[config.mk]
export PLATFORM = sky130hd
export DESIGN_NAME = alu_result_stage
export DESIGN_NICKNAME = d
export VERILOG_FILES = /design/src/rtl/alu_result_stage.sv
export SDC_FILE = /design/constraint.sdc
export NUM_CORES = 1
export LEC_CHECK = 0
export ABC_AREA = 1
export BUFFER_PORTS_ARGS = -buffer_cell sky130_fd_sc_hd__buf_2
export CORE_ASPECT_RATIO = 0.9
export CORE_MARGIN = 2
export CORE_UTILIZATION = 47
export CTS_CLUSTER_DIAMETER = 80
export DETAILED_ROUTE_END_ITERATION = 7
export PLACE_DENSITY = 0.82
export SYNTH_ARGS = -nofsm -noshare
export SYNTH_HDL_FRONTEND = slang
export SYNTH_SLANG_ARGS = --single-unit
[constraint.sdc]
create_clock -name clk -period 1.6 [get_ports clk]
set_input_delay 0.32 -clock clk [delete_from_list [all_inputs] [get_ports clk]]
set_output_delay 0.32 -clock clk [all_outputs]
set_load 0.05 [all_outputs]
[src/rtl/alu_result_stage.sv]
// Result stage behind the 8-bit ALU: a 2-entry skid buffer toward register-file
// writeback, the architectural compare-flag register, and a bypass port for operand read.
module alu_result_stage #(
    parameter int W  = 8,
    parameter int RA = 4
) (
    input  logic          clk,
    input  logic          rst_n,
    input  logic          in_valid,
    output logic          in_ready,
    input  logic [W-1:0]  alu_out,
    input  logic          alu_zero,
    input  logic          alu_less_than,
    input  logic          op_cmp,
    input  logic          wr_en_in,
    input  logic [RA-1:0] wr_addr_in,
    output logic          wb_valid,
    input  logic          wb_ready,
    output logic [W-1:0]  wb_data,
    output logic [RA-1:0] wb_addr,
    output logic          wb_en,
    output logic          flag_zero,
    output logic          flag_lt,
    input  logic [RA-1:0] fwd_addr,
    output logic          fwd_hit,
    output logic [W-1:0]  fwd_data
);

    typedef enum logic [1:0] {EMPTY, ONE, TWO} state_t;

    typedef struct packed {
        logic [W-1:0]  data;
        logic [RA-1:0] addr;
        logic          wr_en;
    } entry_t;

    state_t state, state_nxt;
    entry_t main_q, main_nxt;
    entry_t skid_q, skid_nxt;
    entry_t in_entry;
    logic   accept_any, accept, cmp_accept, retire;

    // Handshake decodes depend on the state register only, so wb_ready never reaches in_ready.
    assign in_ready = (state != TWO);
    assign wb_valid = (state != EMPTY);

    assign accept_any = in_valid & in_ready;
    assign accept     = accept_any & ~op_cmp;
    assign cmp_accept = accept_any & op_cmp;
    assign retire     = wb_valid & wb_ready;
    assign in_entry   = {alu_out, wr_addr_in, wr_en_in};

    // NOTE: every always_comb output gets a default first so no path can infer a latch.
    always_comb begin
        state_nxt = state;
        main_nxt  = main_q;
        skid_nxt  = skid_q;
        case (state)
            EMPTY: begin
                if (accept) begin
                    state_nxt = ONE;
                    main_nxt  = in_entry;
                end
            end
            ONE: begin
                if (accept && retire) begin
                    main_nxt = in_entry;
                end else if (accept) begin
                    state_nxt = TWO;
                    skid_nxt  = in_entry;
                end else if (retire) begin
                    state_nxt = EMPTY;
                    main_nxt  = '0;
                end
            end
            TWO: begin
                if (retire) begin
                    state_nxt = ONE;
                    main_nxt  = skid_q;
                    skid_nxt  = '0;
                end
            end
            default: begin
                state_nxt = EMPTY;
                main_nxt  = '0;
                skid_nxt  = '0;
            end
        endcase
    end

    // NOTE: sequential state uses non-blocking assignments so all registers update together.
    always_ff @(posedge clk or negedge rst_n) begin
        if (!rst_n) begin
            state     <= EMPTY;
            main_q    <= '0;
            skid_q    <= '0;
            flag_zero <= 1'b0;
            flag_lt   <= 1'b0;
        end else begin
            state  <= state_nxt;
            main_q <= main_nxt;
            skid_q <= skid_nxt;
            if (cmp_accept) begin
                flag_zero <= alu_zero;
                flag_lt   <= alu_less_than;
            end
        end
    end

    assign wb_data = main_q.data;
    assign wb_addr = main_q.addr;
    assign wb_en   = main_q.wr_en;

    // Skid holds the younger entry, so it wins over main on an address match.
    always_comb begin
        fwd_hit  = 1'b0;
        fwd_data = '0;
        if (state == TWO && skid_q.wr_en && skid_q.addr == fwd_addr) begin
            fwd_hit  = 1'b1;
            fwd_data = skid_q.data;
        end else if (state != EMPTY && main_q.wr_en && main_q.addr == fwd_addr) begin
            fwd_hit  = 1'b1;
            fwd_data = main_q.data;
        end
    end

endmodule

==> flow_summary.toml, run 1 <==
[outcome]
outcome = "finished, violations left"
violations = "setup timing"

[clocking]
cts_tree = "built"
cts.clk_slew.worst_paths_ns = 0.07
cts_root_buffer = "clkbuf_8"
cts_buffer_depth = 2
clock_latency_ns = 0.29
htreeDepth = 2
cts-buffers-inserted = 5
cts_hold_buffers = 0
cts_sinks = 30

[sta]
timing.final.ws_setup_ns = -0.377
finClkSkew_ns = 0.00822
hold_viol_final = 0
tns_ns = -3.42
slew-limit-headroom = 0.737
fin_crit_ns = 1.98
fin_crit_sh = 1.24
fmax_ghz = 0.506
setup_violations = 19
worst_pin_slew_ns = 0.395
rsz0062_at_grt = "yes"
slew_viol_final = 0

[worst_setup_path]
rrSetupSlack_ns = -0.04
required_ns = 1.28
start_kind = "register"
crit_path_max_fanout = 4
crit_arrival_ns = 1.66
r2r_start = "state[0]$_DFFE_PN0P_"
critPathCaptureType = "primary output"
reg2regPathDepth = 10
reg2reg_to = "wb_data[7]$_DFFE_PN0P_"
path_class = "reg2out"

[placed_design]
dp_hpwl_mm = 3.43
io_buffers = 49
place.gp.congestion = 0.837
placed_area_sq_mm = 0.00230

[grt]
grt_overflow = 0
grt_first_pass_wirelength_mm = 8.94
grt_max_degree = 31
grt_use_total = 0.296
grt_pass1_vias = 1953
antenna_found_initial = 0

[route]
dr.pass1.iters = 5
via_per_inst = 5.50
wirelength_mm = 5.95
drcViolationCount = 0
drtAntennaViolNets = 0
drtIter0Drc = 279
via_count = 2127
wire_per_inst_um = 15.4

[run]
drv_cap = 0

[synthesis]
synth_nets = 279
syn-cell-area_sq_mm = 0.00176
syn-instance-count = 255
yosysSeqAreaShare = 0.426
avgSynthCellArea_sq_um = 6.90
synthDistinctLibCells = 20
synth_warnings = 0
ys_ff_latch = 30

[floorplan]
pin_count = 50
initial_core_util = 0.482
die_area_sq_mm = 0.00425
dieWidth_um = 68.5
rows = 21
core_sq_mm = 0.00365
die_y_um = 62.1

[power_and_ir_drop]
ir_drop_uv = 1520
power_per_cell_area_mw_per_mm2 = 1770
total_power_mw = 4.92
cellLeakagePower_nw = 1.37

[layout]
nets = 364
final_common_cell = "nand2_1"
fin_area_sq_mm = 0.00278
synthToLayoutAreaGrowth_pct = 57.6
final_cell_mix = "nand2_1, buf_2, buf_4"
layout-drive-gt1-share = 0.422
final_core_util = 0.760
num-fill-cells = 249
antenna-diode-count = 0

[min_path]
min_path_type = "in2async"
metal layers:
metal  vias to the layer above  track usage  share of wire  routed length [um]
li1                        987            -              -                   -
met1                       970        0.351           0.39                2300
met2                       133        0.492           0.48                2880
met3                        37       0.0937          0.085                 507
met4                         0        0.143          0.044                 264
met5                         -            0              0                   0
critical path: stages (launching register included):
cell and delay (ns):
dfrtp_1 0.41, inv_2 0.06, nand2_2 0.08, nand2_4 0.07, nor2_4 0.18, buf_12 0.13, nand3_4 0.12, nand3_2 0.11
nand2_4 0.05, buf_8 0.15
synth_stat cells:
master    count  area (sq um)
a21oi_1       2          10.0
buf_2         4          20.0
buf_6         1          11.3
clkbuf_1      2          7.51
dfrtp_1      30           751
inv_1        17          63.8
inv_2         5          18.8
mux2_2        2          22.5
nand2_1     106           398
nand2_2       3          18.8
nand3_1      12          60.1
nand3_2       2          20.0
nand4_1       9          56.3
nor2_1       18          67.6
nor2_2        3          18.8
nor2_4        1          11.3
o21ai_0      11          55.1
o21ai_1      23           115
xnor2_1       3          26.3
xor2_1        1          8.76
metrics by stage:
stage                     setup WS, ns  instances  hold slack [ns]
after floorplan                -0.0167        255           0.0244
after global placement          -0.197        363            0.356
after detailed placement        -0.218        363            0.359
after CTS                       -0.331        382           0.0459
after global routing            -0.449        387           0.0626
final                           -0.377        387           0.0351
worst max path at each step:
stage / startpoint / to / slack [ns] / cells after the start
6_report: skid_q[3]$_DFFE_PN0P_ / fwd_data[4] / -0.38 / 9
5_1_grt: skid_q[3]$_DFFE_PN0P_ / fwd_data[4] / -0.45 / 9
4_1_cts: skid_q[2]$_DFFE_PN0P_ / fwd_data[1] / -0.33 / 9
3_5_place_dp: fwd_addr[3] / fwd_data[2] / -0.22 / 7
3_3_place_gp: fwd_addr[3] / fwd_data[0] / -0.20 / 7
2_1_floorplan: wb_addr[0]$_DFFE_PN0P_ / fwd_hit / -0.02 / 3
final cells by class:
type / instances / area [sq um] / share of cell area
multi-input combinational: 198 / 1140 / 0.410
sequential: 30 / 758 / 0.273
timing repair buffer: 83 / 657 / 0.237
inverter: 22 / 85.1 / 0.0307
clock buffer: 8 / 80.1 / 0.0289
tap: 46 / 57.6 / 0.0207
logic make-up (layout without fill, tap and decap cells):
kind of cell	Yosys count	in the layout	synth area share
buffers and inverters	29	113	0.0689
flip-flops	30	30	0.426
AND/OR/NAND/NOR	154	156	0.370
AO/OA/AOI/OAI	36	36	0.102
multiplexers	2	2	0.0128
XOR/XNOR	4	4	0.0199
repair_timing:
| action | CTS | global route |
|---|---|---|
| setup endpoints to repair | 10 | 24 |
| setup buffers | 9 | 4 |
| gates cloned | 2 | 1 |
| resized for setup | 48 | 19 |
| pin swaps | 21 | 3 |
sequential cells by signal, indices dropped and copies added, names as in the netlist:
name	count
wb_data	8
skid_q	13
flag_zero	1
state	2
wb_en	1
flag_lt	1
wb_addr	4
report_power, final:
part / internal (mW) / switching (mW)
registers: 1.09 / 0.319
logic: 0.998 / 1.90
clock network: 0.309 / 0.299
total: 2.40 / 2.52
Note: power is estimated with default switching activity, not from simulation.
==> run 2: changes to the inputs <==
CORE_MARGIN = unset   (was 2)
REMOVE_ABC_BUFFERS = 1   (was unset)
clock period = 1.8 ns   (was 1.6 ns; I/O delays follow)
==> flow_summary.toml, run 2 (synthesized netlist as in run 1, its figures left out) <==
[sta]
fin_crit_sh = 1.11
fmax_ghz = 0.501
finClkSkew_ns = 0.00619
setup_violations = 9
rsz0062_at_grt = "yes"
worst_pin_slew_ns = 0.685
fin_crit_ns = 2.00
hold_ws_ns = 0.117
hold_viol_final = 0
tns_ns = -1.39
timing.final.ws_setup_ns = -0.197
slew_viol_final = 0
slew-limit-headroom = 0.543

[worst_setup_path]
crit_path_max_fanout = 8
path_class = "reg2out"
slowest_delay_ns = 0.42
reg2regPathDepth = 10
reg2reg_to = "wb_addr[3]$_DFFE_PN0P_"
start_kind = "register"
rrSetupSlack_ns = 0.02
crit_slowest_cell = "dfrtp_1"
r2r_start = "state[0]$_DFFE_PN0P_"
crit_arrival_ns = 1.64
path_cells = "inv_2 -> nand3_4 -> nor2_4 -> buf_6 -> nand4_1 -> nand2_2 -> buf_8"
critPathBufInv = 3
critPathCaptureType = "primary output"
required_ns = 1.44
crit_family = "simple AND/OR/NAND/NOR gates"

[floorplan]
die_y_um = 60.1
die_area_sq_mm = 0.00399
dieWidth_um = 66.5
core_sq_mm = 0.00348
initial_core_util = 0.506
rows = 20
pin_count = 50

[layout]
final_core_util = 0.718
nets = 353
regArea_sq_um = 751
num-fill-cells = 264
multiInputGateArea_sq_mm = 0.00102
largest_register = "skid_q"
layout-drive-gt1-share = 0.362
synthToLayoutAreaGrowth_pct = 41.9
final_common_cell = "nand2_1"
fin_area_sq_mm = 0.00250
largest_reg_flops = 13
final_cells = 373
final_cell_mix = "nand2_1, buf_2, dfrtp_1"
antenna-diode-count = 0

[placed_design]
dp_slack_ns = -0.0668
dp_hpwl_mm = 3.30
placed_area_sq_mm = 0.00210
io_buffers = 49
place.gp.congestion = 0.803
place_inst = 352

[clocking]
cts.clk_slew.worst_paths_ns = 0.06
cts_tree = "built"
cts-buffers-inserted = 5
clock_latency_ns = 0.29
cts_buffer_depth = 2
cts_root_buffer = "clkbuf_8"
cts_sinks = 30
htreeDepth = 2
cts_hold_buffers = 0

[power_and_ir_drop]
cellLeakagePower_nw = 1.30
ir_drop_uv = 1280
power_per_cell_area_mw_per_mm2 = 1630
total_power_mw = 4.06

[grt]
grt_first_pass_wirelength_mm = 8.27
grt_pass1_vias = 1867
grt_max_degree = 31
grt_use_total = 0.285
antenna_found_initial = 0
grt_overflow = 0

[run]
drv_cap = 0

[route]
dr.pass1.iters = 5
drtIter0Drc = 139
wirelength_mm = 5.22
drcViolationCount = 0
drtAntennaViolNets = 0
via_per_inst = 5.44
via_count = 2029
wire_per_inst_um = 14.0

[outcome]
outcome = "finished, violations left"
violations = "setup timing"

[min_path]
min_path_type = "in2async"
[run 2: cell types whose count changed in the layout (fill, tap and decap cells not counted), sizes merged]
cell	before	now
buf	83	73
nor2	23	22
clkbuf	8	7
[run 2: report_power, final]
group,internal [mW],leakage [nW],total (mW),switching [mW]
Sequential,0.962,0.389,1.22,0.259
Combinational,0.750,0.872,2.33,1.58
Clock,0.265,0.0383,0.508,0.243
Total,1.98,1.30,4.06,2.08
[run 2: layer usage]
metal,vias up,GRT usage,wire length [um]
met4,0,0.112,55
met2,94,0.478,2620
met5,-,0,0
met3,9,0.0573,355
met1,960,0.362,2190
li1,966,-,-
[run 2: final cells by class]
cell class / instances / area share
clock buffers: 7 / 0.0306
inverters: 22 / 0.0331
multi-input cells: 197 / 0.409
flip-flops and latches: 30 / 0.301
well taps: 44 / 0.0220
repair buffers: 73 / 0.204
[run 2: how the worst max path moves through the flow]
stage	depth (start not counted)	from	end
global placement	8	fwd_addr[0]	fwd_hit
detailed placement	8	fwd_addr[1]	fwd_hit
floorplan	3	wb_addr[0]$_DFFE_PN0P_	fwd_hit
CTS	9	wb_addr[2]$_DFFE_PN0P_	fwd_data[2]
finish	7	state[0]$_DFFE_PN0P_	fwd_data[5]
global route	7	state[0]$_DFFE_PN0P_	fwd_data[5]
[run 2: worst reg2reg max path: cells and delay by family (launching register included)]
family                 cells  cell delay [ns]
AND/OR/NAND/NOR            3             0.30
flip-flops                 1             0.42
AO/OA/AOI/OAI              2             0.33
buffers and inverters      5             0.68
[run 2: repair_timing]
action                                  in CTS  in global routing
buffers inserted                             7                  6
pin swaps                                   10                 16
endpoints found under the setup margin       9                  9
resized for setup                           31                 28
gates cloned                                 1                  0
